File: config.mk
export PLATFORM = sky130hd
export DESIGN_NAME = mips_multicycle_ctrl
export DESIGN_NICKNAME = d
export VERILOG_FILES = /design/src/rtl/mips_multicycle_ctrl_pkg.sv /design/src/rtl/mips_multicycle_ctrl_alu_decoder.sv /design/src/rtl/mips_multicycle_ctrl.sv
export SDC_FILE = /design/constraint.sdc
export NUM_CORES = 1
export LEC_CHECK = 0
export ABC_AREA = 1
export BUFFER_PORTS_ARGS = -buffer_cell sky130_fd_sc_hd__buf_2
export CAP_MARGIN = 10
export CORE_AREA = 2 2 39 41
export CTS_BUF_LIST = sky130_fd_sc_hd__clkbuf_2 sky130_fd_sc_hd__clkbuf_4 sky130_fd_sc_hd__clkbuf_8
export CTS_CLUSTER_SIZE = 14
export DETAILED_ROUTE_END_ITERATION = 8
export DIE_AREA = 0 0 41 43
export PLACE_DENSITY = 0.82
export SETUP_SLACK_MARGIN = 0.05
export SYNTH_ARGS = -nofsm -noshare
export SYNTH_HDL_FRONTEND = slang
export SYNTH_SLANG_ARGS = --single-unit
export TNS_END_PERCENT = 100
File: constraint.sdc
create_clock -name clk -period 2.15 [get_ports clk]
set_input_delay 0.215 -clock clk [delete_from_list [all_inputs] [get_ports clk]]
set_output_delay 0.215 -clock clk [all_outputs]
set_load 0.02 [all_outputs]
File: src/rtl/mips_multicycle_ctrl_pkg.sv
`default_nettype none
// ============================================================================
// Module   : mips_multicycle_ctrl_pkg
// Purpose  : Shared encodings for the multicycle MIPS control unit: ALU
//            operation codes, opcode/funct values, ALUOp and FSM state enums.
// Revision : 1.0 - initial release
// ============================================================================
package mips_multicycle_ctrl_pkg;

  // ALU operation codes driven onto the ALU's ALUcont input
  localparam logic [2:0] ALU_AND = 3'b000;
  localparam logic [2:0] ALU_OR  = 3'b001;
  localparam logic [2:0] ALU_ADD = 3'b010;
  localparam logic [2:0] ALU_SUB = 3'b110;
  localparam logic [2:0] ALU_SLT = 3'b111;

  // Primary opcodes, instr[31:26]
  localparam logic [5:0] OP_RTYPE = 6'b000000;
  localparam logic [5:0] OP_LW    = 6'b100011;
  localparam logic [5:0] OP_SW    = 6'b101011;
  localparam logic [5:0] OP_BEQ   = 6'b000100;
  localparam logic [5:0] OP_ADDI  = 6'b001000;
  localparam logic [5:0] OP_J     = 6'b000010;

  // R-type function codes, instr[5:0]
  localparam logic [5:0] FUNCT_ADD = 6'b100000;
  localparam logic [5:0] FUNCT_SUB = 6'b100010;
  localparam logic [5:0] FUNCT_AND = 6'b100100;
  localparam logic [5:0] FUNCT_OR  = 6'b100101;
  localparam logic [5:0] FUNCT_SLT = 6'b101010;

  // ALUOp: what the FSM asks of the ALU decoder
  typedef enum logic [1:0] {
    ALUOP_ADD   = 2'b00,
    ALUOP_SUB   = 2'b01,
    ALUOP_FUNCT = 2'b10
  } aluop_t;

  // Control FSM states; the four unused encodings recover to S_FETCH
  typedef enum logic [3:0] {
    S_FETCH   = 4'd0,
    S_DECODE  = 4'd1,
    S_MEMADR  = 4'd2,
    S_MEMRD   = 4'd3,
    S_MEMWB   = 4'd4,
    S_MEMWR   = 4'd5,
    S_EXECUTE = 4'd6,
    S_ALUWB   = 4'd7,
    S_BRANCH  = 4'd8,
    S_ADDIEX  = 4'd9,
    S_ADDIWB  = 4'd10,
    S_JUMP    = 4'd11
  } state_t;

endpackage : mips_multicycle_ctrl_pkg
`default_nettype wire

File: src/rtl/mips_multicycle_ctrl_alu_decoder.sv
`default_nettype none
// ============================================================================
// Module   : mips_multicycle_ctrl_alu_decoder
// Purpose  : Combinational ALU decoder, (ALUOp, funct) -> ALUcont.
// Revision : 1.0 - initial release
// ============================================================================
module mips_multicycle_ctrl_alu_decoder
  import mips_multicycle_ctrl_pkg::*;
(
  input  aluop_t     aluop,
  input  logic [5:0] funct,
  output logic [2:0] alucont
);

  // ADD/SUB requests pass straight through; FUNCT defers to the R-type field
  always_comb begin
    alucont = ALU_ADD;
    case (aluop)
      ALUOP_ADD: alucont = ALU_ADD;
      ALUOP_SUB: alucont = ALU_SUB;
      ALUOP_FUNCT: begin
        case (funct)
          FUNCT_ADD: alucont = ALU_ADD;
          FUNCT_SUB: alucont = ALU_SUB;
          FUNCT_AND: alucont = ALU_AND;
          FUNCT_OR:  alucont = ALU_OR;
          FUNCT_SLT: alucont = ALU_SLT;
          default:   alucont = ALU_ADD;
        endcase
      end
      default: alucont = ALU_ADD;
    endcase
  end

endmodule : mips_multicycle_ctrl_alu_decoder
`default_nettype wire

File: src/rtl/mips_multicycle_ctrl.sv
`default_nettype none
// ============================================================================
// Module   : mips_multicycle_ctrl
// Purpose  : Multicycle MIPS control unit. Moore FSM sequencing fetch,
//            decode and execute steps, plus ALU decode and PC enable logic.
// Revision : 1.0 - initial release
// ============================================================================
module mips_multicycle_ctrl
  import mips_multicycle_ctrl_pkg::*;
(
  input  logic       clk,
  input  logic       reset,
  input  logic [5:0] op,
  input  logic [5:0] funct,
  input  logic       zero,
  output logic       IorD,
  output logic       MemWrite,
  output logic       IRWrite,
  output logic       RegDst,
  output logic       MemtoReg,
  output logic       RegWrite,
  output logic       ALUSrcA,
  output logic [1:0] ALUSrcB,
  output logic [1:0] PCSrc,
  output logic       PCEn,
  output logic [2:0] ALUcont
);

  state_t r_state;
  state_t w_next;
  state_t w_dec_state;

  logic   w_memwrite;
  logic   w_irwrite;
  logic   w_regwrite;
  logic   w_pcwrite;
  logic   w_branch;
  aluop_t w_aluop;

  // State register; reset returns to FETCH, aborting any instruction
  always_ff @(posedge clk) begin
    if (reset) begin
      r_state <= S_FETCH;
    end else begin
      r_state <= w_next;
    end
  end

  // Next-state logic; unused encodings fall through to FETCH
  always_comb begin
    w_next = S_FETCH;
    case (r_state)
      S_FETCH: w_next = S_DECODE;
      S_DECODE: begin
        case (op)
          OP_LW, OP_SW: w_next = S_MEMADR;
          OP_RTYPE:     w_next = S_EXECUTE;
          OP_BEQ:       w_next = S_BRANCH;
          OP_ADDI:      w_next = S_ADDIEX;
          OP_J:         w_next = S_JUMP;
          default:      w_next = S_FETCH;
        endcase
      end
      S_MEMADR:  w_next = (op == OP_LW) ? S_MEMRD : S_MEMWR;
      S_MEMRD:   w_next = S_MEMWB;
      S_MEMWB:   w_next = S_FETCH;
      S_MEMWR:   w_next = S_FETCH;
      S_EXECUTE: w_next = S_ALUWB;
      S_ALUWB:   w_next = S_FETCH;
      S_BRANCH:  w_next = S_FETCH;
      S_ADDIEX:  w_next = S_ADDIWB;
      S_ADDIWB:  w_next = S_FETCH;
      S_JUMP:    w_next = S_FETCH;
      default:   w_next = S_FETCH;
    endcase
  end

  // While reset is high the selects show their FETCH values
  assign w_dec_state = reset ? S_FETCH : r_state;

  // Moore output decode from the effective state
  always_comb begin
    IorD       = 1'b0;
    w_memwrite = 1'b0;
    w_irwrite  = 1'b0;
    RegDst     = 1'b0;
    MemtoReg   = 1'b0;
    w_regwrite = 1'b0;
    ALUSrcA    = 1'b0;
    ALUSrcB    = 2'b00;
    PCSrc      = 2'b00;
    w_pcwrite  = 1'b0;
    w_branch   = 1'b0;
    w_aluop    = ALUOP_ADD;
    case (w_dec_state)
      S_FETCH: begin
        ALUSrcB   = 2'b01;
        w_irwrite = 1'b1;
        w_pcwrite = 1'b1;
      end
      S_DECODE: begin
        ALUSrcB = 2'b11;
      end
      S_MEMADR, S_ADDIEX: begin
        ALUSrcA = 1'b1;
        ALUSrcB = 2'b10;
      end
      S_MEMRD: begin
        IorD = 1'b1;
      end
      S_MEMWB: begin
        MemtoReg   = 1'b1;
        w_regwrite = 1'b1;
      end
      S_MEMWR: begin
        IorD       = 1'b1;
        w_memwrite = 1'b1;
      end
      S_EXECUTE: begin
        ALUSrcA = 1'b1;
        w_aluop = ALUOP_FUNCT;
      end
      S_ALUWB: begin
        RegDst     = 1'b1;
        w_regwrite = 1'b1;
      end
      S_BRANCH: begin
        ALUSrcA  = 1'b1;
        w_aluop  = ALUOP_SUB;
        PCSrc    = 2'b01;
        w_branch = 1'b1;
      end
      S_ADDIWB: begin
        w_regwrite = 1'b1;
      end
      S_JUMP: begin
        PCSrc     = 2'b10;
        w_pcwrite = 1'b1;
      end
      default: begin
        ALUSrcB = 2'b00;
      end
    endcase
  end

  // Architectural write enables are held off for the whole reset
  assign MemWrite = w_memwrite & ~reset;
  assign IRWrite  = w_irwrite  & ~reset;
  assign RegWrite = w_regwrite & ~reset;
  assign PCEn     = (w_pcwrite | (w_branch & zero)) & ~reset;

  mips_multicycle_ctrl_alu_decoder u_alu_decoder (
    .aluop   (w_aluop),
    .funct   (funct),
    .alucont (ALUcont)
  );

endmodule : mips_multicycle_ctrl
`default_nettype wire

After elaboration in Yosys (flattened, before gate mapping)
Cells that the tools add are included.
{ "totals": {"mem_bits_rw": 0, "regBits": 4, "mem_bits_ro": 0, "n_memories": 0, "latchBits": 0} }
{ "classes": {"mul": 0, "n_eq_ne": 27, "reduce_logical": 9, "div": 0, "n_addsub": 0, "magnitude_cmp": 0, "bitwise_logic": 7, "shift": 0, "muxes": 18} }
{ "ops": {"columns": ["operator", "n"], "rows": [
  ["6-bit equality test (second input constant)", 6],
  ["4-bit one-hot mux with 6 select lines", 1],
  ["4-bit by 3-bit equality test with 1-bit output (second input constant)", 5],
  ["4-bit equality test (second input constant)", 5],
  ["4-bit one-hot mux with 5 select lines", 1],
  ["4-bit by 2-bit equality test with 1-bit output (second input constant)", 4],
  ["3-bit one-hot mux with 4 select lines", 1],
  ["1-bit two-way mux", 9],
  ["4-bit by 1-bit equality test with 1-bit output (second input constant)", 2],
  ["4-bit zero test", 2],
  ["2-bit one-hot mux with 2 select lines", 2],
  ["2-bit OR reduction", 4],
  ["6-bit by 2-bit equality test with 1-bit output (second input constant)", 1],
  ["6-bit by 3-bit equality test with 1-bit output (second input constant)", 1],
  ["6-bit by 4-bit equality test with 1-bit output (second input constant)", 1],
  ["6-bit zero test", 1],
  ["2-bit one-hot mux with 3 select lines", 1],
  ["3-bit one-hot mux with 2 select lines", 1],
  ["1-bit AND", 5],
  ["4-bit two-way mux", 1],
  ["4-bit OR reduction", 1],
  ["3-bit two-way mux", 1],
  ["3-bit OR reduction", 1],
  ["2-bit by 1-bit equality test with 1-bit output (second input constant)", 1],
  ["other kinds (3)", 3]
]} }

Logic depth before layout (Yosys ltp)
{ "logic_depth": {"word_depth": 6, "mapped_depth": 9, "depth_no_buf": 9} }

Cells and area by module
A second synthesis with hierarchy kept.
{ "hier_totals": {"cells_unflattened": 130, "hier_area_um2": 671.9} }
{ "modules_own_cells": {"columns": ["mod", "area_each_um2", "instances", "cells_per_inst", "seq_area_each_um2"], "rows": [
  ["mips_multicycle_ctrl", 498.0, 1, 93, 80.1],
  ["mips_multicycle_ctrl_alu_decoder", 173.9, 1, 37, 0.0]
]} }

Least setup slack after synthesis
No wires, ideal clock.
{ "synth_timing": {"path_kind": "flip-flop to output port", "startpoint": "register r_state[2]", "endpoint": "output ALUcont[2]", "t_required_ns": 1.935, "setup_slack_ns": 0.479, "path_stages_with_launch": 8, "n_path_buf": 0, "arrival_ns": 1.456, "path_cell_list": "dfxtp_1 > inv_1 > nor2_2 > nand2_1 > nor2_1 > inv_1 > ha_1 > a21oi_1"} }
{ "synth_between": {"elab_chain_cells": 5} }
{ "synth_lines": {"columns": ["element", "line", "source"], "rows": [
  ["from (decl)", "mips_multicycle_ctrl.sv:29", "state_t r_state;"],
  ["from (signal assigned)", "mips_multicycle_ctrl.sv:45", "r_state <= w_next;"],
  ["4-bit two-way mux (*)", "mips_multicycle_ctrl.sv:79", "assign w_dec_state = reset ? S_FETCH : r_state;"],
  ["4-bit equality test / 4-bit by 3-bit equality test with 1-bit output (equally long branches)", "mips_multicycle_ctrl.sv:95", "case (w_dec_state)"],
  ["2-bit one-hot mux with 2 select lines (*)", "mips_multicycle_ctrl.sv:95", null],
  ["2-bit equality test / 2-bit by 1-bit equality test with 1-bit output (equally long branches)", "mips_multicycle_ctrl_alu_decoder.sv:18", "case (aluop)"],
  ["3-bit one-hot mux with 2 select lines (*)", "mips_multicycle_ctrl_alu_decoder.sv:18", null],
  ["to (decl)", "mips_multicycle_ctrl.sv:26", "output logic [2:0] ALUcont"]
]} }
Mark *: on every way between the ends. The rest lies on a longest branch, timed or not.

Worst setup path in the final report
{ "layout_timing": {"startpoint": "register r_state[3]", "endpoint": "output ALUcont[2]"} }
The elaborated chain is that of the path after synthesis.

==> results.md <==
- Outcome: complete, no violations
- Yosys synthesis warning count: 0
- Max-cap check violation count: 0
- Worst VDD drop: approximately 0.27 mV
- Biggest regs: r_state (4)
- M3 GR Usage: 0%
- Cell family with most CP delay: simple AND/OR/NAND/NOR gates
- Antenna cell count: 0
- Worst Max-Slew Pin Slew: 0.3421 ns
- Initial Utilization: 42.41%
- Slowest cell on the critical path: dfxtp_1
- CP peak stage delay: 0.45 ns
- Crit path kind: register to output pin
- Pre-CTS WS: roughly 0.44 ns
- Setup Viol. Count Final: 0
- Final HPWL DP: between 1000 and 1500 µm
- RSZ-0062 raised after global routing: no
- TritonCTS clock tree: done
- Synth top area cells: nand2_1 (16%), nor2_1 (14%), dfxtp_1 (14%), inv_1 (10%), nand3_1 (8.5%)
- Crit path capture type: output pin
- Vias in the first global route: 659
- Worst Setup Start Kind: register
- Total wire length: 1432 µm
- Synth-to-layout area growth: 34.33%
- First-pass GRT wire length: 2270 µm
- Psw: 0.07784 mW
- Clk slew on worst S/H paths: about 0.04 ns
- Fmax: 0.5129 GHz
- Routed WL per cell: 9.179 µm
- Largest Register: r_state
- # resized after CTS: 0
- Root Driver: clkbuf_4
- Core box area: about 0.0014 mm²
- Gr usage total: 18.17%
- Fin. Hold Viols: 0
- Largest net degree at the start of global routing: 9
- Busiest grt layer: met2
- Leading area contributor after synthesis: nand2_1
- Worst Path Required: 1.93 ns
- Logic gate share of total power: 29.3%
- Final GP Congestion: ~0.85
- Standard-cell rows: 14
- Via-to-Cell Ratio: 4.795
- Int Power: roughly 0.17 mW
- Num CTS Buffers: 3
- Tmin final: around 2 ns
- Synth Register Bits: 4
- CP max FO: 4
- Yosys top cell area share: 15.99%
- Global-route met2 utilization: 35.00%
- Vias: 748
- Gr ovfl total: 0
- Fin worst setup slack: between 0.2 and 0.25 ns
- Crit path cell chain: nand2_1, nor2_2, inv_2, nor2_4, inv_1, ha_2, nand4_1, a21oi_1, buf_2
- Power share of the clock group: between 30% and 40%
- Post-Synthesis Cells: approximately 110
- Die Area: approximately 0.0018 mm²
- Leak: 0.4516 nW
- Clock Latency Late Sink: between 0.2 and 0.25 ns
- Final Net Count: 160
- Sw frac: approximately a third
- Synthesized area: around 590 µm²
- Post-CTS Hold Buffers: 0
- Unique masters post-synth: 16
- WP data arrival: ~1.7 ns
- Die Span Y: 43 µm
- Clock sink count: 4
- Htree depth: 1
- Min-Delay Path Class: input pin to register
- Initial drt markers: 4
- Part of the cycle the worst path needs: 90.68%
- Top Ports: 30
- WP buf/inv: 3
- Post-route ant nets: 0
- Number of flip-flops in the largest register: 4
- Port-buffer cells: 29
- Skew final: 0.002850 ns
- Slew Limit Fails: 0
- Setup TNS: 0 ns
- Post-synthesis sequential area ratio: 13.65%
- Initial antenna violation count: 0
- Rel. slew slack: 77.16%
- Fraction of layout cells with a size suffix above 1: 36.43%
- Power Density: ~310 mW/mm²
- Sequential share of power: around 34%
- Detailed Routing Iterations Pass 1: 4
- Syn Nets: 127
- Die W: 41 µm
- Syn_area_per_cell: 5.384 µm²
- Post-CTS setup buffer count: 0
- CTS Buffer Depth: 2
- DRC violations left: 0
- Met1 usage: 18.33%
==> path summary, 6_finish.rpt <==
kind	to	startpoint	slack, ns	cells past startpoint
hold / removal	r_state[2]$_SDFF_PP0_	reset	0.27	2
setup / recovery	ALUcont[2]	r_state[3]$_SDFF_PP0_	0.20	9
setup reg to reg	r_state[2]$_SDFF_PP0_	r_state[0]$_SDFF_PP0_	1.02	6
hold reg to reg	r_state[2]$_SDFF_PP0_	r_state[1]$_SDFF_PP0_	0.66	4
==> through the flow <==
step	hold slack [ns]	utilization [%]	instances	instance area (µm²)	total power [mW]
after floorplan	0.2841	-	109	586.8	0.1274
after global placement	0.4973	53.80	153	744.5	0.1531
after detailed placement	0.4969	53.80	153	744.5	0.1546
after CTS	0.2503	55.43	156	767.0	0.2475
after global routing	0.2764	56.96	156	788.3	0.2627
final	0.2679	56.96	156	788.3	0.2443
==> cell usage after synthesis (all sizes together) <==
cell / instances
dfxtp: 4
o22ai: 2
buf: 1
nand2: 27
nand3b: 2
nand4: 3
nand3: 10
a21oi: 4
o21ai: 2
ha: 3
nor2: 29
inv: 22
==> cell families (layout without fill, tap and decap cells) <==
logic type / Yosys count / count (layout) / synth area share (%)
AO/OA/AOI/OAI: 8 / 8 / 7.249
adder cells (fa/ha/maj): 3 / 3 / 6.397
buffers and inverters: 23 / 54 / 15.35
flip-flops: 4 / 4 / 13.65
AND/OR/NAND/NOR: 71 / 71 / 57.36
==> cells in the final DEF (no fill, tap or decap), types with 3 or more instances in the layout <==
cell / synthesis / layout
a21oi_1: 4 / 4
buf_2: 0 / 28
clkbuf_4: 0 / 3
dfxtp_1: 4 / 4
inv_1: 16 / 16
inv_2: 6 / 6
nand2_1: 25 / 24
nand2_2: 2 / 3
nand3_1: 10 / 10
nand4_1: 3 / 3
nor2_1: 22 / 21
nor2_2: 3 / 3
nor2_4: 4 / 5
==> power groups by stage <==
| stage | Clock (mW) | Sequential [mW] | Combinational, mW |
|---|---|---|---|
| floorplan | 0 | 0.0791 | 0.0483 |
| global placement | 0 | 0.0834 | 0.0697 |
| detailed placement | 0 | 0.0834 | 0.0712 |
| CTS | 0.0935 | 0.0823 | 0.0717 |
| global route | 0.0979 | 0.0831 | 0.0817 |
| finish | 0.0900 | 0.0826 | 0.0717 |
==> layer usage <==
layer  part of all wire (%)  wire [µm]
met2                     54        771
met1                     41        583
met4                      0          0
met5                      0          0
met3                    5.4         77
==> area by class of cell <==
class / instances / area [µm²]
inverter: 22 / 82.58
clock buffer: 3 / 22.52
timing repair buffer: 29 / 147.6
sequential: 4 / 80.08
tap: 16 / 20.02
fill: 137 / 595.6
multi-input combinational: 82 / 435.4
(Power assumes the default switching activity.)
